<file path="config.mk">
export PLATFORM = sky130hd
export DESIGN_NAME = mul_arb
export DESIGN_NICKNAME = d
export VERILOG_FILES = /design/src/rtl/mul_arb.sv
export SDC_FILE = /design/constraint.sdc
export NUM_CORES = 1
export LEC_CHECK = 0
export BUFFER_PORTS_ARGS = -buffer_cell sky130_fd_sc_hd__buf_2
export CAP_MARGIN = 20
export CORE_AREA = 5 5 101 103
export CTS_CLUSTER_DIAMETER = 120
export DETAILED_ROUTE_END_ITERATION = 7
export DIE_AREA = 0 0 106 108
export PLACE_DENSITY = 0.8
export SETUP_SLACK_MARGIN = 0.5
export SLEW_MARGIN = 20
export SYNTH_ARGS = -nofsm -noshare
export SYNTH_HDL_FRONTEND = slang
export SYNTH_SLANG_ARGS = --single-unit
</file>
<file path="constraint.sdc">
create_clock -name clk -period 1.7 [get_ports clk]
set_input_delay 0 -clock clk [delete_from_list [all_inputs] [get_ports clk]]
set_output_delay 0 -clock clk [all_outputs]
set_load 0.01 [all_outputs]
</file>
<file path="src/rtl/mul_arb.sv">
// mul_arb: two-requester round-robin front end for one shared pipelined
// multiplier. Operand pairs are issued one cycle after the handshake. A
// MUL_LAT-deep tag pipeline predicts when each result returns and which
// requester owns it. Results are routed combinationally to that requester.
// A result strobe that disagrees with the prediction sets a sticky err flag.
// The optional macro MUL_ARB_STAT_EN adds saturating 16-bit grant counters
// gnt0_cnt/gnt1_cnt.
module mul_arb #(
  parameter int SIGN_W  = 1,
  parameter int EXPO_W  = 8,
  parameter int MANT_W  = 23,
  parameter int MUL_LAT = 3,
  localparam int W      = SIGN_W + EXPO_W + MANT_W
) (
  input  logic         clk,
  input  logic         rst,
  input  logic         req0_valid,
  input  logic         req1_valid,
  output logic         req0_ready,
  output logic         req1_ready,
  input  logic [W-1:0] req0_a,
  input  logic [W-1:0] req0_b,
  input  logic [W-1:0] req1_a,
  input  logic [W-1:0] req1_b,
  output logic         mul_valid,
  output logic [W-1:0] mul_a,
  output logic [W-1:0] mul_b,
  input  logic         mul_res_valid,
  input  logic [W-1:0] mul_res,
  output logic         rsp0_valid,
  output logic         rsp1_valid,
  output logic [W-1:0] rsp_res,
  output logic         err
`ifdef MUL_ARB_STAT_EN
  ,
  output logic [15:0]  gnt0_cnt,
  output logic [15:0]  gnt1_cnt
`endif
);

  // ptr_q names the requester favoured when both are valid (0 after reset).
  logic         ptr_q, ptr_d;
  logic         gnt0, gnt1, hs;

  logic         mul_valid_q, mul_valid_d;
  logic         mul_id_q, mul_id_d;
  logic [W-1:0] mul_a_q, mul_a_d;
  logic [W-1:0] mul_b_q, mul_b_d;

  // Tag pipeline. Stage 0 follows the issue register, so stage MUL_LAT-1
  // lines up with the multiplier output MUL_LAT cycles after issue.
  logic [MUL_LAT-1:0] tag_v_q, tag_v_d;
  logic [MUL_LAT-1:0] tag_id_q, tag_id_d;

  logic         exp_v, exp_id, mismatch;
  logic         err_q, err_d;

  // Grant: the favoured requester wins a tie, and a lone requester always wins.
  // Nothing is granted while rst is high.
  always_comb begin
    gnt0  = 1'b0;
    gnt1  = 1'b0;
    if (!rst) begin
      if (req0_valid && (!req1_valid || !ptr_q)) begin
        gnt0 = 1'b1;
      end else if (req1_valid) begin
        gnt1 = 1'b1;
      end
    end
    hs    = gnt0 | gnt1;
    ptr_d = hs ? gnt0 : ptr_q;  // after granting 0, favour 1 and vice versa
  end

  assign req0_ready = gnt0;
  assign req1_ready = gnt1;

  // Issue stage next state: capture the granted pair, or hold the operands when idle.
  always_comb begin
    mul_valid_d = hs;
    mul_id_d    = hs ? gnt1 : mul_id_q;
    mul_a_d     = mul_a_q;
    mul_b_d     = mul_b_q;
    if (gnt0) begin
      mul_a_d = req0_a;
      mul_b_d = req0_b;
    end else if (gnt1) begin
      mul_a_d = req1_a;
      mul_b_d = req1_b;
    end
  end

  // Tag pipeline next state, one stage per generate iteration.
  generate
    for (genvar gi = 0; gi < MUL_LAT; gi++) begin : g_tag
      if (gi == 0) begin : g_first
        assign tag_v_d[gi]  = mul_valid_q;
        assign tag_id_d[gi] = mul_id_q;
      end else begin : g_rest
        assign tag_v_d[gi]  = tag_v_q[gi-1];
        assign tag_id_d[gi] = tag_id_q[gi-1];
      end
    end
  endgenerate

  assign exp_v  = tag_v_q[MUL_LAT-1];
  assign exp_id = tag_id_q[MUL_LAT-1];

  // Result routing and error detection. A result is only forwarded when it matches the prediction.
  always_comb begin
    mismatch   = !rst && (mul_res_valid != exp_v);
    rsp0_valid = !rst && exp_v && mul_res_valid && !exp_id;
    rsp1_valid = !rst && exp_v && mul_res_valid &&  exp_id;
    err_d      = err_q | mismatch;
  end

  assign rsp_res   = mul_res;
  assign err       = err_q | mismatch;  // raised in the same cycle as the mismatch
  assign mul_valid = mul_valid_q;
  assign mul_a     = mul_a_q;
  assign mul_b     = mul_b_q;

  // State registers for the arbiter, issue stage, tag pipeline and error flag.
  always_ff @(posedge clk) begin
    if (rst) begin
      ptr_q       <= 1'b0;
      mul_valid_q <= 1'b0;
      mul_id_q    <= 1'b0;
      mul_a_q     <= '0;
      mul_b_q     <= '0;
      tag_v_q     <= '0;
      tag_id_q    <= '0;
      err_q       <= 1'b0;
    end else begin
      ptr_q       <= ptr_d;
      mul_valid_q <= mul_valid_d;
      mul_id_q    <= mul_id_d;
      mul_a_q     <= mul_a_d;
      mul_b_q     <= mul_b_d;
      tag_v_q     <= tag_v_d;
      tag_id_q    <= tag_id_d;
      err_q       <= err_d;
    end
  end

`ifdef MUL_ARB_STAT_EN
  logic [15:0] gnt0_cnt_q, gnt0_cnt_d;
  logic [15:0] gnt1_cnt_q, gnt1_cnt_d;

  // Saturating per-requester handshake counters.
  always_comb begin
    gnt0_cnt_d = gnt0_cnt_q;
    gnt1_cnt_d = gnt1_cnt_q;
    if (gnt0 && gnt0_cnt_q != 16'hFFFF) gnt0_cnt_d = gnt0_cnt_q + 16'd1;
    if (gnt1 && gnt1_cnt_q != 16'hFFFF) gnt1_cnt_d = gnt1_cnt_q + 16'd1;
  end

  // Counter registers, cleared by rst.
  always_ff @(posedge clk) begin
    if (rst) begin
      gnt0_cnt_q <= '0;
      gnt1_cnt_q <= '0;
    end else begin
      gnt0_cnt_q <= gnt0_cnt_d;
      gnt1_cnt_q <= gnt1_cnt_d;
    end
  end

  assign gnt0_cnt = gnt0_cnt_q;
  assign gnt1_cnt = gnt1_cnt_q;
`endif

endmodule
</file>
==> results.sh, run 1 <==
export IMPL_wl_um=11800
export IMPL_ys_warn_count=0
export IMPL_instances_no_fill=713
export IMPL_num_rows=35
export IMPL_avgSynthCellArea_um2=10.6
export IMPL_synthCells=353
export IMPL_numPortBuffers=202
export IMPL_path_class="reg -> out"
export IMPL_ys_seq_elements=74
export IMPL_die_w_um=106
export IMPL_grtUsageTotal=0.192
export IMPL_dieArea_um2=11400
export IMPL_vias=3535
export IMPL_synth_compound_area_share=0.211
export IMPL_syn_nets=518
export IMPL_dr_pass1_iters=4
export IMPL_sequentialPowerShare=0.441
export IMPL_fin_nets=762
export IMPL_yosys_mux_area_fraction=0.172
export IMPL_die_h_um=108
export IMPL_setup_viol=0
export IMPL_grt_pass1_vias=3661
export IMPL_grt_max_degree=65
export IMPL_clock_sinks=74
export IMPL_routedWlPerCell_um=16.6
export IMPL_cp_arrival_ns=1.27
export IMPL_ys_seq_area_frac=0.397
export IMPL_dp_cells=611
export IMPL_max_freq_ghz=0.789
export IMPL_syn2layout_area_growth_pct=54.3
export IMPL_final_antenna_net_count=0
export IMPL_cp_start_kind="register"
export IMPL_timing_final_crit_share=0.746
export IMPL_max_slew_margin_rel=0.593
export IMPL_io_pins=267
export IMPL_maxCapViolations=0
export IMPL_worst_path_max_fanout=5
export IMPL_cts_tree="yes"
export IMPL_syn_area_um2=3730
export IMPL_grt_overflow=0
export IMPL_synthAdderAreaFrac=0
export IMPL_period_minus_slack_ns=1.27
export IMPL_htree_levels=3
export IMPL_place_gp_congestion=0.777
export IMPL_hp_class="in -> out"
export IMPL_critPathCaptureType="primary output"
export IMPL_slew_violations=0
export IMPL_p_sw_frac=0.285
export IMPL_initial_utilization=0.409
export IMPL_antennaDiodeCount=0
export IMPL_hold_ws_ns=0.00000283
export IMPL_status="finished clean"
export IMPL_ir_worst_vdd_v=0.000545
export IMPL_clock_skew_ns=0.00717
export IMPL_clkPwrFrac=0.302
export IMPL_synth_top_family_by_area="compound AO/OA/AOI/OAI gates"
export IMPL_grt_pass1_wl_um=17600
export IMPL_placed_area_um2=4510
export IMPL_synthSimpleGateAreaFrac=0.0890
export IMPL_final_area_um2=5750
export IMPL_cts_path_max_buffers=2
export IMPL_hpwl_um=7000
export IMPL_power_density_nw_per_um2=767
export IMPL_max_slew_worst_pin_slew_ns=0.611
export IMPL_required_ns=1.70
export IMPL_drt_vias_per_instance=4.96
export IMPL_setup_tns_ns=0
export IMPL_switching_power_w=0.00126
export IMPL_rsz0062_at_grt="true"
export IMPL_synth_xor_area_frac=0.00235
export IMPL_root_buffer="clkbuf_8"
export IMPL_hold_viol_final=0
export IMPL_cts_clk_slew_worst_paths_ns=0.08
export IMPL_synth_distinct_cells=19
export IMPL_clock_latency_ns=0.33
export IMPL_drive_gt1_frac=0.513
export IMPL_p_int_w=0.00316
export IMPL_leakage_nw=2.75
export IMPL_cts_made_buffers=9
export IMPL_coreArea_um2=9110
export IMPL_drc=0
export IMPL_drtIter0Drc=96
export IMPL_antenna_found_initial=0
export IMPL_p_comb_frac=0.257
[final cells by class]
class,count,area [µm²]
fill,681,3360
timing repair buffer,296,2100
multi-input combinational,215,1830
sequential,74,1480
tap,111,139
clock buffer,9,124
clock inverter,7,70.1
inverter,1,3.75
[metrics by stage]
step / power [W] / setup WS, ns / utilization
after global placement: 0.00282 / 0.541 / 0.495
after global routing: 0.00464 / 0.372 / 0.632
after floorplan: 0.00259 / 0.597 / -
after CTS: 0.00439 / 0.407 / 0.613
after detailed placement: 0.00285 / 0.489 / 0.495
final: 0.00441 / 0.432 / 0.632
[cell families (layout without fill, tap and decap cells)]
logic type / Yosys count / after routing
compound gates: 69 / 69
xor+xnor: 1 / 1
flops: 74 / 74
simple gates: 81 / 81
buf+inv: 64 / 313
mux: 64 / 64
[layout by cell type, fill, tap and decap left out, drive strengths merged]
cell type / count
nor3: 1
clkinvlp: 1
dlygate4sd3: 74
o21ai: 1
xnor2: 1
inv: 1
clkbuf: 12
a21bo: 1
nand2: 2
clkinv: 5
bufinv: 1
nand2b: 3
a211oi: 64
nor3b: 1
nor2b: 6
nor2: 68
buf: 219
dfxtp: 74
a21oi: 3
mux2i: 64
[per-layer routing]
layer,global-route usage,part of all wire,up-vias
met5,0,0,-
met4,0.0759,0.031,0
met3,0.0633,0.070,36
met2,0.355,0.52,155
met1,0.201,0.38,1651
li1,-,-,1693
[Yosys cell counts (all sizes together)]
| cell | number | area share |
|---|---|---|
| buf | 56 | 0.12 |
| mux2i | 64 | 0.17 |
| dfxtp | 74 | 0.40 |
| a21bo | 1 | 0.0044 |
| nor2 | 68 | 0.068 |
| nor3b | 1 | 0.0020 |
| a211oi | 64 | 0.20 |
| a21oi | 3 | 0.0040 |
| nand2b | 3 | 0.0050 |
| clkbuf | 7 | 0.0071 |
| inv | 1 | 0.0010 |
| nor3 | 1 | 0.0013 |
| xnor2 | 1 | 0.0024 |
| nand2 | 2 | 0.0020 |
| nor2b | 6 | 0.010 |
| o21ai | 1 | 0.0013 |
[registers in the layout (all words and copies together), names as in the netlist]
signal	cells
mul_a	32
tag_v_q	3
ptr_q	1
tag_id_q	3
mul_valid	1
mul_id_q	1
mul_b	32
err_q	1
[power groups by stage]
stage                     Combinational [W]  Sequential [W]  Clock (W)
after detailed placement           0.000871         0.00198          0
after CTS                           0.00106         0.00194    0.00139
after global routing                0.00123         0.00196    0.00145
after global placement             0.000849         0.00198          0
after floorplan                    0.000556         0.00204          0
final                               0.00113         0.00194    0.00133
[worst max-delay path, stage by stage, from the launching register on]
cell and delay, ns:
dfxtp_2 0.33, a21bo_4 0.26, clkbuf_16 0.17, nor2_4 0.07
buf_6 0.10
[repair_timing]
action	4_1_cts	5_1_grt
setup buffers	3	2
cloned	3	4
pin swaps	1	3
hold buffers	74	0
setup endpoints to repair	32	68
endpoints found under the hold margin	68	0
gates resized for setup	7	22
[path summary, 6_finish.rpt]
kind	startpoint	endpoint	slack [ns]	cells after the start
worst max-delay path	ptr_q	req0_ready	0.43	4
worst min register to register	tag_v_q[1]	tag_v_q[2]	0.45	1
worst max register to register	ptr_q	mul_b[28]	0.44	5
worst min-delay path	mul_res[31]	rsp_res[31]	0.000003	0
Power figures use the tool's default switching activity.
==> run 2, diff against run 1 <==
- CORE_AREA: 5 5 101 103 -> unset
- CORE_ASPECT_RATIO: unset -> 1.4
- CORE_MARGIN: unset -> 5
- CORE_UTILIZATION: unset -> 37
- DIE_AREA: 0 0 106 108 -> unset
- PLACE_DENSITY: 0.8 -> 0.77
- clock period: 1.7 -> 1.1 ns (I/O delays scaled with it)
==> results.sh, run 2 (synthesis gave the netlist of run 1 again) <==
export IMPL_final_area_um2=6360
export IMPL_initial_utilization=0.377
export IMPL_slew_violations=0
export IMPL_worst_path_max_fanout=4
export IMPL_io_pins=267
export IMPL_leakage_nw=2.82
export IMPL_fin_nets=724
export IMPL_clock_latency_ns=0.33
export IMPL_drt_vias_per_instance=4.93
export IMPL_maxCapViolations=0
export IMPL_hold_buffers=17
export IMPL_wl_um=12400
export IMPL_dieArea_um2=12200
export IMPL_ir_worst_vdd_v=0.000682
export IMPL_hp_start="req0_a[11]"
export IMPL_max_freq_ghz=0.775
export IMPL_numPortBuffers=202
export IMPL_crit_start="ptr_q"
export IMPL_final_common_cell="buf_2"
export IMPL_rsz0062_at_grt="true"
export IMPL_antenna_found_initial=0
export IMPL_vias=3447
export IMPL_grt_pass1_vias=3557
export IMPL_r2r_cells=6
export IMPL_clock_sinks=74
export IMPL_cts_clk_slew_worst_paths_ns=0.06
export IMPL_grt_busiest_layer="met2"
export IMPL_num_rows=43
export IMPL_pre_cts_ws_ns=-0.108
export IMPL_critPathCaptureType="primary output"
export IMPL_violations="hold timing, setup timing"
export IMPL_instances_no_fill=699
export IMPL_place_gp_congestion=0.752
export IMPL_gr_usage_met3=0.0503
export IMPL_antennaDiodeCount=0
export IMPL_path_class="reg -> out"
export IMPL_grt_overflow=0
export IMPL_max_slew_worst_pin_slew_ns=0.300
export IMPL_timing_rr_end="mul_a[8]"
export IMPL_grt_pass1_wl_um=17200
export IMPL_status="finished with violations"
export IMPL_timing_final_ws_setup_ns=-0.190
export IMPL_period_minus_slack_ns=1.29
export IMPL_syn2layout_area_growth_pct=70.5
export IMPL_cts_made_buffers=9
export IMPL_timing_final_crit_share=1.17
export IMPL_htree_levels=3
export IMPL_max_slew_margin_rel=0.794
export IMPL_cp_arrival_ns=1.29
export IMPL_drc=0
export IMPL_hold_viol_final=42
export IMPL_drtIter0Drc=63
export IMPL_crit_path_end="req0_ready"
export IMPL_required_ns=1.10
export IMPL_cts_tree="yes"
export IMPL_cts_path_max_buffers=2
export IMPL_root_buffer="clkbuf_16"
export IMPL_grtUsageTotal=0.181
export IMPL_hold_ws_ns=-0.0408
export IMPL_setup_viol=67
export IMPL_power_density_nw_per_um2=1310
export IMPL_hp_class="in -> reg"
export IMPL_die_w_um=94.8
export IMPL_dr_pass1_iters=5
export IMPL_drive_gt1_frac=0.798
export IMPL_r2r_start="ptr_q"
export IMPL_clock_skew_ns=0.00385
export IMPL_placed_area_um2=4750
export IMPL_setup_tns_ns=-6.76
export IMPL_cp_start_kind="register"
export IMPL_coreArea_um2=9900
export IMPL_routedWlPerCell_um=17.7
export IMPL_dp_cells=648
export IMPL_hpwl_um=7640
export IMPL_final_antenna_net_count=0
export IMPL_die_h_um=129
export IMPL_grt_max_degree=69
export IMPL_use_met2=0.338
export IMPL_layout_common_cells="buf_2 (133), buf_6 (77), dfxtp_2 (66)"
export IMPL_reg2reg_slack_ns=-0.19
export IMPL_grtUsageMet1=0.176
run 2: changes by cell type in the layout (fill, tap and decap cells not counted), sizes merged:
| cell | change |
|---|---|
| clkinv | -2 |
| clkinvlp | +1 |
| clkbuf | +1 |
| buf | +18 |
| bufinv | +1 |
| dlygate4sd3 | -57 |
run 2: worst min path at each step:
| stage | to | cells past startpoint |
|---|---|---|
| 2_1_floorplan | rsp_res[0] | 1 |
| 3_3_place_gp | rsp_res[0] | 0 |
| 3_5_place_dp | rsp_res[0] | 0 |
| 4_1_cts | mul_a[11] | 3 |
| 5_1_grt | mul_a[13] | 3 |
| 6_report | mul_a[11] | 3 |
run 2: layer usage:
metal,vias up,share of wire
met5,-,0
met4,0,0.033
met3,40,0.069
met2,157,0.56
met1,1626,0.34
li1,1624,-
run 2: final cells by class:
class | count | area [µm²]
well taps | 135 | 169
inverters | 1 | 3.75
clock inverters | 7 | 93.8
fillers | 760 | 3540
flip-flops and latches | 74 | 1570
multi-input cells | 215 | 2160
repair buffers | 258 | 2140
clock buffers | 9 | 225
run 2: power breakdown:
group	internal, W	total, W	switching, W
Sequential	0.00294	0.00311	0.000166
Combinational	0.00116	0.00208	0.000917
Clock	0.00198	0.00312	0.00114
run 2: repair_timing:
item / CTS / global route
setup buffers: 7 / 3
setup endpoints to repair: 137 / 137
gates resized for setup: 179 / 57
pin swaps: 3 / 2
gates cloned: 1 / 7
hold endpoints to repair: 59 / 43
run 2: worst max-delay path: stages (launching register included):
cell	delay (ns)
dfxtp_2	0.32
a21bo_4	0.23
buf_12	0.13
buf_6	0.12
nor2_4	0.07
buf_6	0.10
run 2: stage by stage:
step,total power [W],utilization
floorplan,0.00405,-
global placement,0.00447,0.480
detailed placement,0.00452,0.480
CTS,0.00812,0.604
global route,0.00867,0.642
finish,0.00830,0.642
